--- config.mk ---
export PLATFORM = sky130hd
export DESIGN_NAME = dcache_controller
export DESIGN_NICKNAME = d
export VERILOG_FILES = /design/src/rtl/dcache_controller.sv
export SDC_FILE = /design/constraint.sdc
export NUM_CORES = 1
export LEC_CHECK = 0
export BUFFER_PORTS_ARGS = -buffer_cell sky130_fd_sc_hd__buf_2
export CAP_MARGIN = 30
export CORE_AREA = 2 2 39 41
export CTS_BUF_LIST = sky130_fd_sc_hd__clkbuf_16
export DETAILED_ROUTE_END_ITERATION = 8
export DIE_AREA = 0 0 41 43
export GPL_TIMING_DRIVEN = 0
export PLACE_DENSITY = 0.55
export SLEW_MARGIN = 20
export SYNTH_ARGS = -nofsm -noshare
export SYNTH_HDL_FRONTEND = slang
export SYNTH_SLANG_ARGS = --single-unit
--- constraint.sdc ---
create_clock -name clk -period 1.7 [get_ports clk]
set_input_delay 0.34 -clock clk [delete_from_list [all_inputs] [get_ports clk]]
set_output_delay 0.34 -clock clk [all_outputs]
set_load 0.02 [all_outputs]
--- src/rtl/dcache_controller.sv ---
// Sequencing FSM for the direct-mapped dcache: hit completion, word-serial L2 writeback and refill.
// Optional performance counters are enabled with `define DCACHE_CTRL_PERF_EN.
module dcache_controller #(
  parameter  int unsigned LINE_SIZE      = 32,
  parameter  int unsigned XLEN           = 32,
  localparam int unsigned WORDS_PER_LINE = LINE_SIZE / (XLEN / 8),
  localparam int unsigned CNT_W          = $clog2(WORDS_PER_LINE)
) (
  input  logic             clk,
  input  logic             reset,
  input  logic             req_valid,
  input  logic             hit,
  input  logic             clean_miss,
  input  logic             dirty_miss,
  output logic             req_fulfilled,
  output logic             flush_mode,
  output logic             load_mode,
  output logic [CNT_W-1:0] counter,
  output logic             clear_selected_dirty_bit,
  output logic             finish_new_line_install,
  output logic             l2_req_valid,
  output logic             l2_req_write,
  input  logic             l2_req_ready
`ifdef DCACHE_CTRL_PERF_EN
  ,
  output logic [31:0]      perf_hits,
  output logic [31:0]      perf_clean_misses,
  output logic [31:0]      perf_dirty_misses
`endif
);

  localparam logic [CNT_W-1:0] LAST_WORD = CNT_W'(WORDS_PER_LINE - 1);

  typedef enum logic [2:0] {
    IDLE,
    WRITEBACK,
    WB_DONE,
    FILL,
    INSTALL
  } state_t;

  state_t           state;
  state_t           state_nxt;
  logic [CNT_W-1:0] counter_nxt;

  // State and word counter registers
  always_ff @(posedge clk) begin
    if (!reset) begin
      state   <= IDLE;
      counter <= '0;
    end else begin
      state   <= state_nxt;
      counter <= counter_nxt;
    end
  end

  // Next-state, counter and mode decode
  always_comb begin
    state_nxt                = state;
    counter_nxt              = counter;
    req_fulfilled            = 1'b0;
    flush_mode               = 1'b0;
    load_mode                = 1'b0;
    clear_selected_dirty_bit = 1'b0;
    finish_new_line_install  = 1'b0;
    l2_req_valid             = 1'b0;
    l2_req_write             = 1'b0;
    case (state)
      IDLE: begin
        if (req_valid) begin
          if (hit) begin
            req_fulfilled = 1'b1;
          end else if (dirty_miss) begin
            state_nxt   = WRITEBACK;
            counter_nxt = '0;
          end else if (clean_miss) begin
            state_nxt   = FILL;
            counter_nxt = '0;
          end
        end
      end
      WRITEBACK: begin
        flush_mode   = 1'b1;
        l2_req_valid = 1'b1;
        l2_req_write = 1'b1;
        if (l2_req_ready) begin
          if (counter == LAST_WORD) begin
            state_nxt   = WB_DONE;
            counter_nxt = '0;
          end else begin
            counter_nxt = counter + CNT_W'(1);
          end
        end
      end
      WB_DONE: begin
        clear_selected_dirty_bit = 1'b1;
        state_nxt                = FILL;
      end
      FILL: begin
        load_mode    = 1'b1;
        l2_req_valid = 1'b1;
        if (l2_req_ready) begin
          if (counter == LAST_WORD) begin
            state_nxt   = INSTALL;
            counter_nxt = '0;
          end else begin
            counter_nxt = counter + CNT_W'(1);
          end
        end
      end
      INSTALL: begin
        finish_new_line_install = 1'b1;
        state_nxt               = IDLE;
      end
      default: begin
        state_nxt   = IDLE;
        counter_nxt = '0;
      end
    endcase
  end

  // Hit and miss flags are mutually exclusive when the FSM evaluates a request
  always_ff @(posedge clk) begin
    if (reset && state == IDLE && req_valid) begin
      assert (!(hit && (clean_miss || dirty_miss)))
        else $error("dcache_controller: hit asserted together with a miss flag");
    end
  end

`ifdef DCACHE_CTRL_PERF_EN
  // The cycle after INSTALL is the re-compare of the refilled line; it is not a new request
  logic post_install;

  always_ff @(posedge clk) begin
    if (!reset) begin
      post_install      <= 1'b0;
      perf_hits         <= '0;
      perf_clean_misses <= '0;
      perf_dirty_misses <= '0;
    end else begin
      post_install <= (state == INSTALL);
      if (state == IDLE && req_valid && !post_install) begin
        if (hit) begin
          if (perf_hits != '1) perf_hits <= perf_hits + 32'(1);
        end else if (dirty_miss) begin
          if (perf_dirty_misses != '1) perf_dirty_misses <= perf_dirty_misses + 32'(1);
        end else if (clean_miss) begin
          if (perf_clean_misses != '1) perf_clean_misses <= perf_clean_misses + 32'(1);
        end
      end
    end
  end
`endif

endmodule
==> results of run 1 <==
final cells by class:
class	count	area share, %
Buffer	2	2.68
Clock buffer	3	13.4
Inverter	1	0.670
Multi-Input combinational cell	32	43.1
Sequential cell	6	22.3
Tap cell	16	3.57
Timing Repair Buffer	16	14.3
state kept, by name, summed over array words and instances, names as in the netlist:
signal and flops:
counter 3, state 3
cells in the final DEF, fill, tap and decap left out, types with 2 or more instances in the layout:
cell and instances:
buf_4 2, and3_1 2, buf_2 16, nand3_1 2
clkbuf_16 3, nand2_1 5, dfxtp_1 4, mux2i_1 3
ha_1 2
logic make-up after synthesis:
group | Yosys count | synth area share, %
AOI/OAI and AO/OA | 7 | 17.0
adders and majority gates | 2 | 6.67
buffers and inverters | 3 | 4.33
DFF | 6 | 32.0
muxes | 3 | 8.00
and+or+nand+nor | 20 | 32.0
per-layer routing:
layer | global-route usage (%) | share of wire (%) | vias to the layer above
li1 | - | - | 190
met1 | 15.5 | 48 | 169
met2 | 14.7 | 44 | 12
met3 | 3.14 | 7.0 | 2
met4 | 12.0 | 0.80 | 0
met5 | 0 | 0 | -
power by group through the flow:
stage	clock, uW	combinational [uW]	sequential (uW)
2_1_floorplan	0	103	166
3_3_place_gp	0	139	170
3_5_place_dp	0	141	169
4_1_cts	387	142	169
5_1_grt	395	158	173
6_report	379	143	170
worst min-delay path by stage:
| stage | endpoint | depth (start not counted) |
|---|---|---|
| floorplan | counter[0] | 2 |
| global placement | counter[1] | 2 |
| detailed placement | counter[2] | 2 |
| CTS | state[1] | 3 |
| global route | state[1] | 3 |
| finish | state[1] | 3 |
repair_timing:
item                                   4_1_cts  5_1_grt
buffers inserted                             0        0
endpoints found under the hold margin        0        0
setup endpoints to repair                    1        2
resized for setup                            1        4
worst max-delay path, stage by stage (launching register included):
cell and delay, ps:
dfxtp_4 380, nor2b_1 160, buf_4 160, nor2b_2 150, buf_4 110, buf_2 140
through the flow:
step,hold WS (ps),setup WS [ps],cells
detailed placement,475,183,73
global placement,461,179,73
finish,421,49.3,76
CTS,428,11.4,76
floorplan,488,19.5,41
global route,448,-24.6,76
==> impl_metrics.py, run 1 <==
metrics = {
    "clocking": {
        "path_clk_slew_ps": 30,
        "clock_latency_ps": 230,
        "cts_tree": "yes",
        "clock_path_buffers": 2,
        "cts-root-buf": "clkbuf_16",
        "postCtsHoldBufs": 0,
        "cts_made_buffers": 3,
        "clock-sinks": 6,
        "htreeDepth": 1,
    },
    "run": {
        "maxCapViolations": 0,
    },
    "final_layout": {
        "fin_area_sq_um": 561,
        "antennaDiodeCount": 0,
        "multi_input_area_sq_um": 241,
        "syn2layout_area_growth_pct": 49.3,
        "num-fill-cells": 146,
        "layout.nets": 71,
        "drive_above_1_share_pct": 45.0,
        "final-seq-area_sq_um": 125,
        "fin_util_pct": 40.5,
    },
    "sta": {
        "hold_viol": 0,
        "maxSlewHeadroom_pct": 71.7,
        "finalCritPeriodShare_pct": 97.1,
        "slew_viol_final": 0,
        "fmax_mhz": 606,
        "worst_clock_skew_ps": 2.30,
        "period_minus_slack_ps": 1650,
        "setup_violations": 0,
        "tightest_slew_ps": 422,
        "tns_ps": 0,
    },
    "worst_setup_path": {
        "cp_max_fo": 8,
        "crit_type": "flop to primary output",
        "arrival_ps": 1310,
        "cp.required_ps": 1360,
        "crit_end": "l2_req_write",
        "reg2reg_from": "counter[0]",
        "r2r_slack_ps": 260,
        "worstSetupEndpointType": "primary output",
        "worstReg2RegEnd": "counter[0]",
        "worstSetupStartpointType": "flop",
        "worstSetupStartpoint": "state[0]",
        "ff2ff_path_depth": 4,
    },
    "grt": {
        "track_usage_pct": 12.0,
        "antenna_found_initial": 0,
        "grt_max_degree": 10,
        "grt_pass1_wl_um": 1350,
        "grt_pass1_vias": 318,
        "grt_overflow": 0,
    },
    "synthesis": {
        "synthTopCellsByCount": "6 x dfxtp_1, 5 x nand2_1, 3 x mux2i_1",
        "synth_nets": 50,
        "syn_area_sq_um": 375,
        "ys_warn_count": 0,
        "synth_area_leaders": "dfxtp_1 32%, mux2i_1 8.0%, ha_1 6.7%",
        "async_flop_share_pct": 0,
        "yosys.area.top_type": "dfxtp_1",
        "ys_seq_area_share_pct": 32.0,
        "synth_top_area_share_pct": 32.0,
        "ys_types": 26,
        "avgSynthCellArea_sq_um": 9.16,
        "synthCells": 41,
        "ys_ff_latch": 6,
        "synth-edff-count": 0,
        "synth_ff_type": "dfxtp_1",
        "yosys.cell_count.top_type": "dfxtp_1",
    },
    "power": {
        "powerDensity_mw_per_mm2": 1240,
        "p_leak_uw": 0.000271,
        "switching_share_pct": 24.9,
        "power_uw": 692,
        "clockPowerShare_pct": 54.7,
        "peakVddDrop_mv": 0.516,
        "p_sw_uw": 172,
        "pwr-share-comb_pct": 20.7,
        "p_int_uw": 520,
        "power_frac_seq_pct": 24.6,
    },
    "worst_hold_path": {
        "hold_path_class": "input port to flop",
        "worstHoldStart": "dirty_miss",
    },
    "placement": {
        "hpwl_um": 648,
        "io_buffer_count": 16,
        "placed_area_sq_um": 475,
        "gp_congestion": 0.631,
    },
    "die": {
        "die_h_um": 43,
        "core_sq_mm": 0.00138,
        "start_util_pct": 27.1,
        "num_rows": 14,
        "dieArea_sq_mm": 0.00176,
        "chipWidth_um": 41,
        "pin_count": 17,
    },
    "routing": {
        "avgRoutedWirePerCell_um": 11.5,
        "antenna_left": 0,
        "drt-initial-drc-count": 2,
        "first_pass_iters": 5,
        "drt-total-wl_um": 877,
        "viasPerCell": 4.91,
        "post-route-drc-count": 0,
        "via_count": 373,
    },
    "outcome": {
        "status": "finished clean",
    },
}
No activity file was read; power rests on OpenSTA's default activity.
==> run 2: changes to the inputs <==
==> constraint.sdc (replaced) <==
create_clock -name clk -period 1.7 [get_ports clk]
set_input_delay 0.34 -clock clk [delete_from_list [all_inputs] [get_ports clk]]
set_output_delay 0.34 -clock clk [all_outputs]
set_load 0.1 [all_outputs]
==> run 2 against run 1 <==
Effect of this change:
- non-clock buffer count unchanged
- first-iteration DRC count shrank 50%
- combinational power grew 120%
- largest cell class unchanged
- maximum frequency decreased by 1.7%
- count of clock-buffer cells in the layout is the same
- clock skew is 1.3 ps lower
- worst setup slack got worse by 29 ps
- global-route usage grew 0.28 points
- die area stayed put
- via count increased by 0.54%
==> impl_metrics.py, run 2 (synthesis gave the netlist of run 1 again) <==
metrics = {
    "clocking": {
        "cts_tree": "yes",
        "path_clk_slew_ps": 30,
        "clock_path_buffers": 2,
        "clock-sinks": 6,
        "htreeDepth": 1,
        "postCtsHoldBufs": 0,
        "cts_made_buffers": 3,
        "cts-root-buf": "clkbuf_16",
        "clock_latency_ps": 230,
    },
    "routing": {
        "first_pass_iters": 3,
        "post-route-drc-count": 0,
        "viasPerCell": 4.93,
        "via_count": 375,
        "routed.top_layer": "met4",
        "met3_length_um": 36,
        "wl_met2_um": 501,
        "drt-total-wl_um": 894,
        "met1Wirelength_um": 342,
        "drt-initial-drc-count": 1,
        "avgRoutedWirePerCell_um": 11.8,
        "antenna_left": 0,
    },
    "grt": {
        "grt_pass1_vias": 345,
        "track_usage_pct": 12.2,
        "antenna_found_initial": 0,
        "grt_overflow": 0,
        "grt_max_degree": 10,
        "grt_pass1_wl_um": 1380,
    },
    "power": {
        "powerDensity_mw_per_mm2": 1350,
        "peakVddDrop_mv": 0.504,
        "p_leak_uw": 0.000295,
    },
    "worst_setup_path": {
        "cp.required_ps": 1360,
        "worstSetupStartpointType": "flop",
        "crit_type": "flop to primary output",
        "worstSetupEndpointType": "primary output",
        "cp_max_fo": 8,
        "arrival_ps": 1340,
    },
    "sta": {
        "worst_clock_skew_ps": 1.05,
        "setup_violations": 0,
        "fmax_mhz": 595,
        "period_minus_slack_ps": 1680,
        "tightest_slew_ps": 488,
        "maxSlewHeadroom_pct": 67.7,
        "slew_viol_final": 0,
        "finalCritPeriodShare_pct": 98.8,
        "tns_ps": 0,
        "hold_viol": 0,
        "rsz0062_at_grt": "yes",
    },
    "worst_hold_path": {
        "hold_path_class": "input port to flop",
    },
    "outcome": {
        "status": "finished clean",
    },
    "die": {
        "num_rows": 14,
        "dieArea_sq_mm": 0.00176,
        "die_h_um": 43,
        "pin_count": 17,
        "core_sq_mm": 0.00138,
        "start_util_pct": 27.1,
        "chipWidth_um": 41,
    },
    "run": {
        "maxCapViolations": 0,
    },
    "final_layout": {
        "drive_above_1_share_pct": 58.3,
        "num-fill-cells": 137,
        "final_common_cell": "buf_2",
        "largestRegisters": "counter x3, state x3",
        "layout.nets": 71,
        "layout_common_cells": "10 x buf_2, 5 x nand2_1, 4 x dfxtp_2",
        "antennaDiodeCount": 0,
        "syn2layout_area_growth_pct": 72.0,
        "fin_util_pct": 46.7,
    },
    "placement": {
        "gp_congestion": 0.697,
        "io_buffer_count": 16,
    },
}
## run 2: changes by cell type in the layout (fill, tap and decap cells not counted), moves of 2 or more
| cell | previous run | this run |
|---|---|---|
| buf_2 | 16 | 10 |
| dfxtp_1 | 4 | 1 |
| dfxtp_2 | 1 | 4 |
| buf_12 | 0 | 2 |
| buf_6 | 0 | 2 |
| nor2b_4 | 0 | 2 |
## run 2: metal layers
metal / vias up / GRT usage (%)
li1: 190 / -
met1: 171 / 10.3
met2: 12 / 20.6
met3: 2 / 3.14
met4: 0 / 12.0
met5: - / 0
## run 2: worst max-delay path, cell delays in order, from the launching register on
cell     delay, ps
dfxtp_4        390
nor2b_4        160
buf_8          110
nor2b_4        180
buf_12         110
buf_12         160
## run 2: through the flow
stage	total power, uW	area [sq um]	worst slack, ps	hold slack, ps	std cells
detailed placement	456	519	7.86	463	73
global placement	457	519	10.1	458	73
floorplan	418	419	-350	480	41
global route	899	646	-19.8	444	76
finish	870	646	20.5	407	76
CTS	870	628	-24.7	411	76
## run 2: cell type report
type | count | area [sq um] | area share, %
Multi-Input combinational cell | 32 | 268 | 41.5
Sequential cell | 6 | 129 | 20.0
Timing Repair Buffer | 16 | 115 | 17.8
Clock buffer | 3 | 75.1 | 11.6
Buffer | 2 | 35.0 | 5.43
Tap cell | 16 | 20.0 | 3.10
Inverter | 1 | 3.75 | 0.581
## run 2: worst paths after layout
| check | start | to | slack (ps) | depth (start not counted) |
|---|---|---|---|---|
| min reg2reg | counter[0] | counter[0] | 470 | 2 |
| max | state[0] | l2_req_write | 20 | 5 |
| min | reset | counter[0] | 410 | 3 |
| max reg2reg | counter[0] | counter[0] | 300 | 4 |
## run 2: what timing repair did
action                                  4_1_cts  5_1_grt
resized for setup                            10        5
endpoints found under the setup margin        6        7
pin swaps                                     0        0
cloned                                        0        0
buffers inserted                              0        0
hold endpoints to repair                      0        0
## run 2: where the power goes
| part | total, uW | internal [uW] | switching [uW] | leakage [uW] |
|---|---|---|---|---|
| logic | 314 | 111 | 203 | 0.000207 |
| clock network | 380 | 302 | 78.3 | 0.0000370 |
| registers | 176 | 153 | 22.7 | 0.0000513 |
| total | 870 | 566 | 304 | 0.000295 |
